==> config.mk <==
export PLATFORM = sky130hd
export DESIGN_NAME = seg7_scan_driver
export DESIGN_NICKNAME = d
export VERILOG_FILES = /design/src/rtl/seg7_scan_driver.sv
export SDC_FILE = /design/constraint.sdc
export NUM_CORES = 1
export LEC_CHECK = 0
export ABC_AREA = 1
export CORE_MARGIN = 5
export CORE_UTILIZATION = 53
export CTS_BUF_LIST = sky130_fd_sc_hd__clkbuf_16
export DETAILED_ROUTE_END_ITERATION = 8
export PLACE_DENSITY = 0.84
export SYNTH_ARGS = -nofsm -noshare
export SYNTH_HDL_FRONTEND = slang
export SYNTH_SLANG_ARGS = --single-unit
==> constraint.sdc <==
create_clock -name clkIn -period 6.2 [get_ports clkIn]
set_clock_uncertainty 0.05 [all_clocks]
set_input_delay 1.24 -clock clkIn [delete_from_list [all_inputs] [get_ports clkIn]]
set_output_delay 1.24 -clock clkIn [all_outputs]
set_load 0.05 [all_outputs]
==> src/rtl/seg7_scan_driver.sv <==
// Multiplexed seven-segment scan driver: steps one digit per rising edge
// of a slow scan tick, with blanking dead-time between digits.
module seg7_scan_driver #(
    parameter int NUM_DIGITS   = 4,
    parameter int BLANK_CYCLES = 2,
    parameter bit ACTIVE_LOW   = 1'b1
) (
    input  logic                    clkIn,
    input  logic                    reset,
    input  logic                    tickIn,
    input  logic [4*NUM_DIGITS-1:0] dataIn,
    input  logic [NUM_DIGITS-1:0]   dpIn,
    input  logic [NUM_DIGITS-1:0]   digitEn,
    output logic [NUM_DIGITS-1:0]   anodeOut,
    output logic [6:0]              segOut,
    output logic                    dpOut
);

    localparam int IDX_W = (NUM_DIGITS > 1) ? $clog2(NUM_DIGITS) : 1;
    localparam logic [IDX_W-1:0] IDX_LAST = IDX_W'(NUM_DIGITS - 1);
    localparam logic [7:0] BLANK_LAST = 8'(BLANK_CYCLES - 1);

    localparam logic ST_BLANK = 1'b0;
    localparam logic ST_SHOW  = 1'b1;

    localparam logic [NUM_DIGITS-1:0] ANODE_OFF = {NUM_DIGITS{ACTIVE_LOW}};
    localparam logic [6:0]            SEG_OFF   = {7{ACTIVE_LOW}};
    localparam logic                  DP_OFF    = ACTIVE_LOW;

    logic                  s1;
    logic                  s2;
    logic                  p;
    logic                  scan_pulse;
    logic                  state;
    logic [7:0]            blank_cnt;
    logic [IDX_W-1:0]      scan_idx;
    logic [3:0]            nib;
    logic                  sel_en;
    logic                  sel_dp;
    logic [NUM_DIGITS-1:0] sel_onehot;
    logic [6:0]            seg_dec;
    logic [NUM_DIGITS-1:0] anode_nxt;
    logic [6:0]            seg_nxt;
    logic                  dp_nxt;

    assign scan_pulse = s2 & ~p;

    always_comb begin
        nib        = 4'h0;
        sel_en     = 1'b0;
        sel_dp     = 1'b0;
        sel_onehot = '0;
        for (int i = 0; i < NUM_DIGITS; i++) begin
            if (scan_idx == IDX_W'(i)) begin
                nib           = dataIn[4*i +: 4];
                sel_en        = digitEn[i];
                sel_dp        = dpIn[i];
                sel_onehot[i] = 1'b1;
            end
        end
    end

    // active-high gfedcba
    always_comb begin
        case (nib)
            4'h0:    seg_dec = 7'h3F;
            4'h1:    seg_dec = 7'h06;
            4'h2:    seg_dec = 7'h5B;
            4'h3:    seg_dec = 7'h4F;
            4'h4:    seg_dec = 7'h66;
            4'h5:    seg_dec = 7'h6D;
            4'h6:    seg_dec = 7'h7D;
            4'h7:    seg_dec = 7'h07;
            4'h8:    seg_dec = 7'h7F;
            4'h9:    seg_dec = 7'h6F;
            4'hA:    seg_dec = 7'h77;
            4'hB:    seg_dec = 7'h7C;
            4'hC:    seg_dec = 7'h39;
            4'hD:    seg_dec = 7'h5E;
            4'hE:    seg_dec = 7'h79;
            default: seg_dec = 7'h71;
        endcase
    end

    // A disabled digit keeps its full slot but stays dark.
    always_comb begin
        anode_nxt = ANODE_OFF ^ (sel_en ? sel_onehot : '0);
        seg_nxt   = SEG_OFF ^ (sel_en ? seg_dec : 7'h00);
        dp_nxt    = DP_OFF ^ (sel_en & sel_dp);
    end

    always_ff @(posedge clkIn or posedge reset) begin
        if (reset) begin
            s1        <= 1'b0;
            s2        <= 1'b0;
            p         <= 1'b0;
            state     <= ST_BLANK;
            blank_cnt <= 8'd0;
            scan_idx  <= '0;
            anodeOut  <= ANODE_OFF;
            segOut    <= SEG_OFF;
            dpOut     <= DP_OFF;
        end else begin
            s1 <= tickIn;
            s2 <= s1;
            p  <= s2;
            case (state)
                ST_BLANK: begin
                    if (blank_cnt == BLANK_LAST) begin
                        state     <= ST_SHOW;
                        blank_cnt <= 8'd0;
                        anodeOut  <= anode_nxt;
                        segOut    <= seg_nxt;
                        dpOut     <= dp_nxt;
                    end else begin
                        blank_cnt <= blank_cnt + 8'd1;
                    end
                end
                default: begin
                    if (scan_pulse) begin
                        state    <= ST_BLANK;
                        anodeOut <= ANODE_OFF;
                        segOut   <= SEG_OFF;
                        dpOut    <= DP_OFF;
                        scan_idx <= (scan_idx == IDX_LAST) ? '0
                                    : scan_idx + 1'b1;
                    end
                end
            endcase
        end
    end

endmodule

==> flow_metrics.py <==
metrics = {
    "finish": {
        "drive_gt1_share_pct": 13.1,
        "stdcell_count": 289,
        "antenna_cells": 0,
        "nNetsFinal": 285,
        "design_area_mm2": 0.00213,
        "area_delta_synth_final_pct": 28.8,
        "utilization_pct": 70.4,
    },
    "timing": {
        "rsz0062_at_grt": "no",
        "min_period_ns": 2.90,
        "tightest_slew_ns": 0.946,
        "slew_headroom_pct": 36.9,
        "drv_slew": 0,
        "finalCritPeriodShare_pct": 46.7,
        "finalSetupViolations": 0,
        "fin_tns_setup_ns": 0,
        "hold_violations": 0,
        "hold_ws_ns": 0.321,
        "setup_ws_ns": 3.30,
        "max_freq_ghz": 0.345,
    },
    "floorplanning": {
        "die_area_mm2": 0.00434,
        "die_y_um": 65.9,
        "io_pins": 39,
        "core_area_mm2": 0.00303,
        "std_cell_rows": 20,
        "die_x_um": 65.9,
        "start_util_pct": 54.7,
    },
    "detailed_routing": {
        "num_vias": 1437,
        "drc": 0,
        "wl_per_cell_um": 12.9,
        "drtIter0Drc": 60,
        "avgViaCountPerCell": 4.97,
        "dr.pass1.iters": 4,
        "wirelength_um": 3730,
        "drtAntennaViolNets": 0,
    },
    "cts": {
        "root_buffer": "clkbuf_16",
        "cts_made_buffers": 3,
        "cts-resized-gates": 0,
        "htreeDepth": 1,
        "clock_latency_ns": 0.26,
        "clockBufferDepth": 2,
        "clkTransAtPathRegs_ns": 0.07,
        "cts_hold_buffers": 0,
        "cts.sinks": 26,
        "tritoncts": "built",
        "post_cts_buffers": 0,
    },
    "yosys": {
        "avgSynthCellArea_um2": 7.92,
        "synth-seq-area-share_pct": 40.2,
        "yosys-top-cells-count": "nand2_1 (43), nor2_1 (26), inv_1 (25), a21oi_1 (17)",
        "ys_warn_count": 0,
        "synth_most_common_cell": "nand2_1",
        "synth_top_area_share_pct": 21.2,
        "synth.cell_area_mm2": 0.00166,
        "ys_types": 34,
        "ys_ff_latch": 26,
        "synth_fp_nets": 248,
        "ys_async_sr_fraction_pct": 100,
        "ys_top_cells_by_area": "dfrtp_1 (21%), dfstp_2 (19%), nand2_1 (9.8%)",
        "yosysTopAreaCell": "dfrtp_1",
        "synth_ff_type": "dfrtp_1",
        "synthCells": 209,
        "synth_edf_count": 0,
    },
    "global_routing": {
        "grt_pass1_wl_um": 6200,
        "grt_max_degree": 27,
        "grt_pass1_vias": 1367,
        "overflow": 0,
        "antenna_found_initial": 0,
        "grtUsageTotal_pct": 18.8,
    },
    "worst_setup_path": {
        "slowest_stage": "clkdlybuf4s50_1",
        "max_stage_delay_ns": 0.81,
        "endpoint_kind": "output pin",
        "cp_top_family": "buffers and inverters",
        "required_ns": 4.91,
        "ff2ff_path_depth": 13,
        "crit_chain": "clkdlybuf4s50_1",
        "arrival_ns": 1.61,
        "critPathLaunchType": "register",
        "cp_num_buf_inv": 1,
        "path_max_fanout": 2,
        "crit_cells": 1,
        "path_class": "reg2out",
    },
    "power_and_ir_drop": {
        "ir_worst_vdd_uv": 321,
        "power_density_mw_per_mm2": 530,
        "p_total_mw": 1.13,
        "leakage_nw": 1.01,
    },
    "worst_hold_path": {
        "worstHoldPathType": "reg2reg",
        "min_path_cells": 0,
    },
    "placed_design": {
        "dp.cells": 285,
        "place.gp.congestion": 0.946,
        "pre_cts_slack_ns": 3.13,
        "portBuffers": 38,
        "dp_hpwl_um": 2860,
        "place_area_mm2": 0.00203,
    },
    "outcome": {
        "outcome": "finished clean",
    },
    "job": {
        "maxCapViolCount": 0,
    },
}
[cell type report]
class | count | area, µm²
sequential | 26 | 666
multi-input combinational | 147 | 811
clock buffer | 3 | 75.1
tap | 44 | 55.1
fill | 248 | 896
inverter | 30 | 115
clock inverter | 1 | 30.0
timing repair buffer | 38 | 380
[placed cells by master, fill, tap and decap left out, types with 2 or more instances in the layout]
cell / netlist / layout
nand2_1: 43 / 43
xor2_1: 4 / 4
dfstp_2: 12 / 12
nor2_1: 26 / 26
inv_2: 4 / 4
clkbuf_16: 0 / 3
o21ai_0: 7 / 7
nor2_2: 3 / 3
clkdlybuf4s50_1: 0 / 38
a21oi_1: 17 / 17
ha_1: 12 / 12
nand3_1: 14 / 14
inv_1: 25 / 25
dfrtp_1: 14 / 14
o21ai_1: 2 / 2
nand2_2: 2 / 2
[registers in the layout, summed over array words and instances (netlist names)]
name       flops
blank_cnt      8
segOut         7
anodeOut       4
scan_idx       2
dpOut          1
p              1
s1             1
s2             1
state          1
[per-layer routing]
metal | vias up | share of wire [%] | track usage, %
met2 | 35 | 51 | 32.7
met1 | 660 | 43 | 22.5
met3 | 15 | 3.4 | 3.91
li1 | 727 | - | -
met5 | - | 0 | 0
met4 | 0 | 2.5 | 6.99
[logic make-up (layout without fill, tap and decap cells)]
kind of cell,count (synthesis),in the layout,share of synthesized area (%)
AND/OR/NAND/NOR,95,95,25.0
buffers and inverters,36,72,10.8
AO/OA/AOI/OAI,35,35,12.2
adder cells (fa/ha/maj),12,12,9.07
flip-flops,26,26,40.2
XOR/XNOR,5,5,2.65
[path summary, 6_finish.rpt]
path	from	endpoint	slack [ns]
max	dpOut	dpOut	3.30
min	s1	s2	0.32
max reg2reg	scan_idx[0]	segOut[3]	3.74
min reg2reg	s1	s2	0.32
max in group asynchronous	reset	blank_cnt[7]	4.08
min in group asynchronous	reset	blank_cnt[0]	1.45
[power by group]
part | switching [mW] | leakage [nW] | total, mW | internal [mW]
clock network | 0.0578 | 0.0511 | 0.186 | 0.128
registers | 0.0361 | 0.302 | 0.277 | 0.241
logic | 0.443 | 0.654 | 0.666 | 0.223
(Power assumes the default switching activity.)
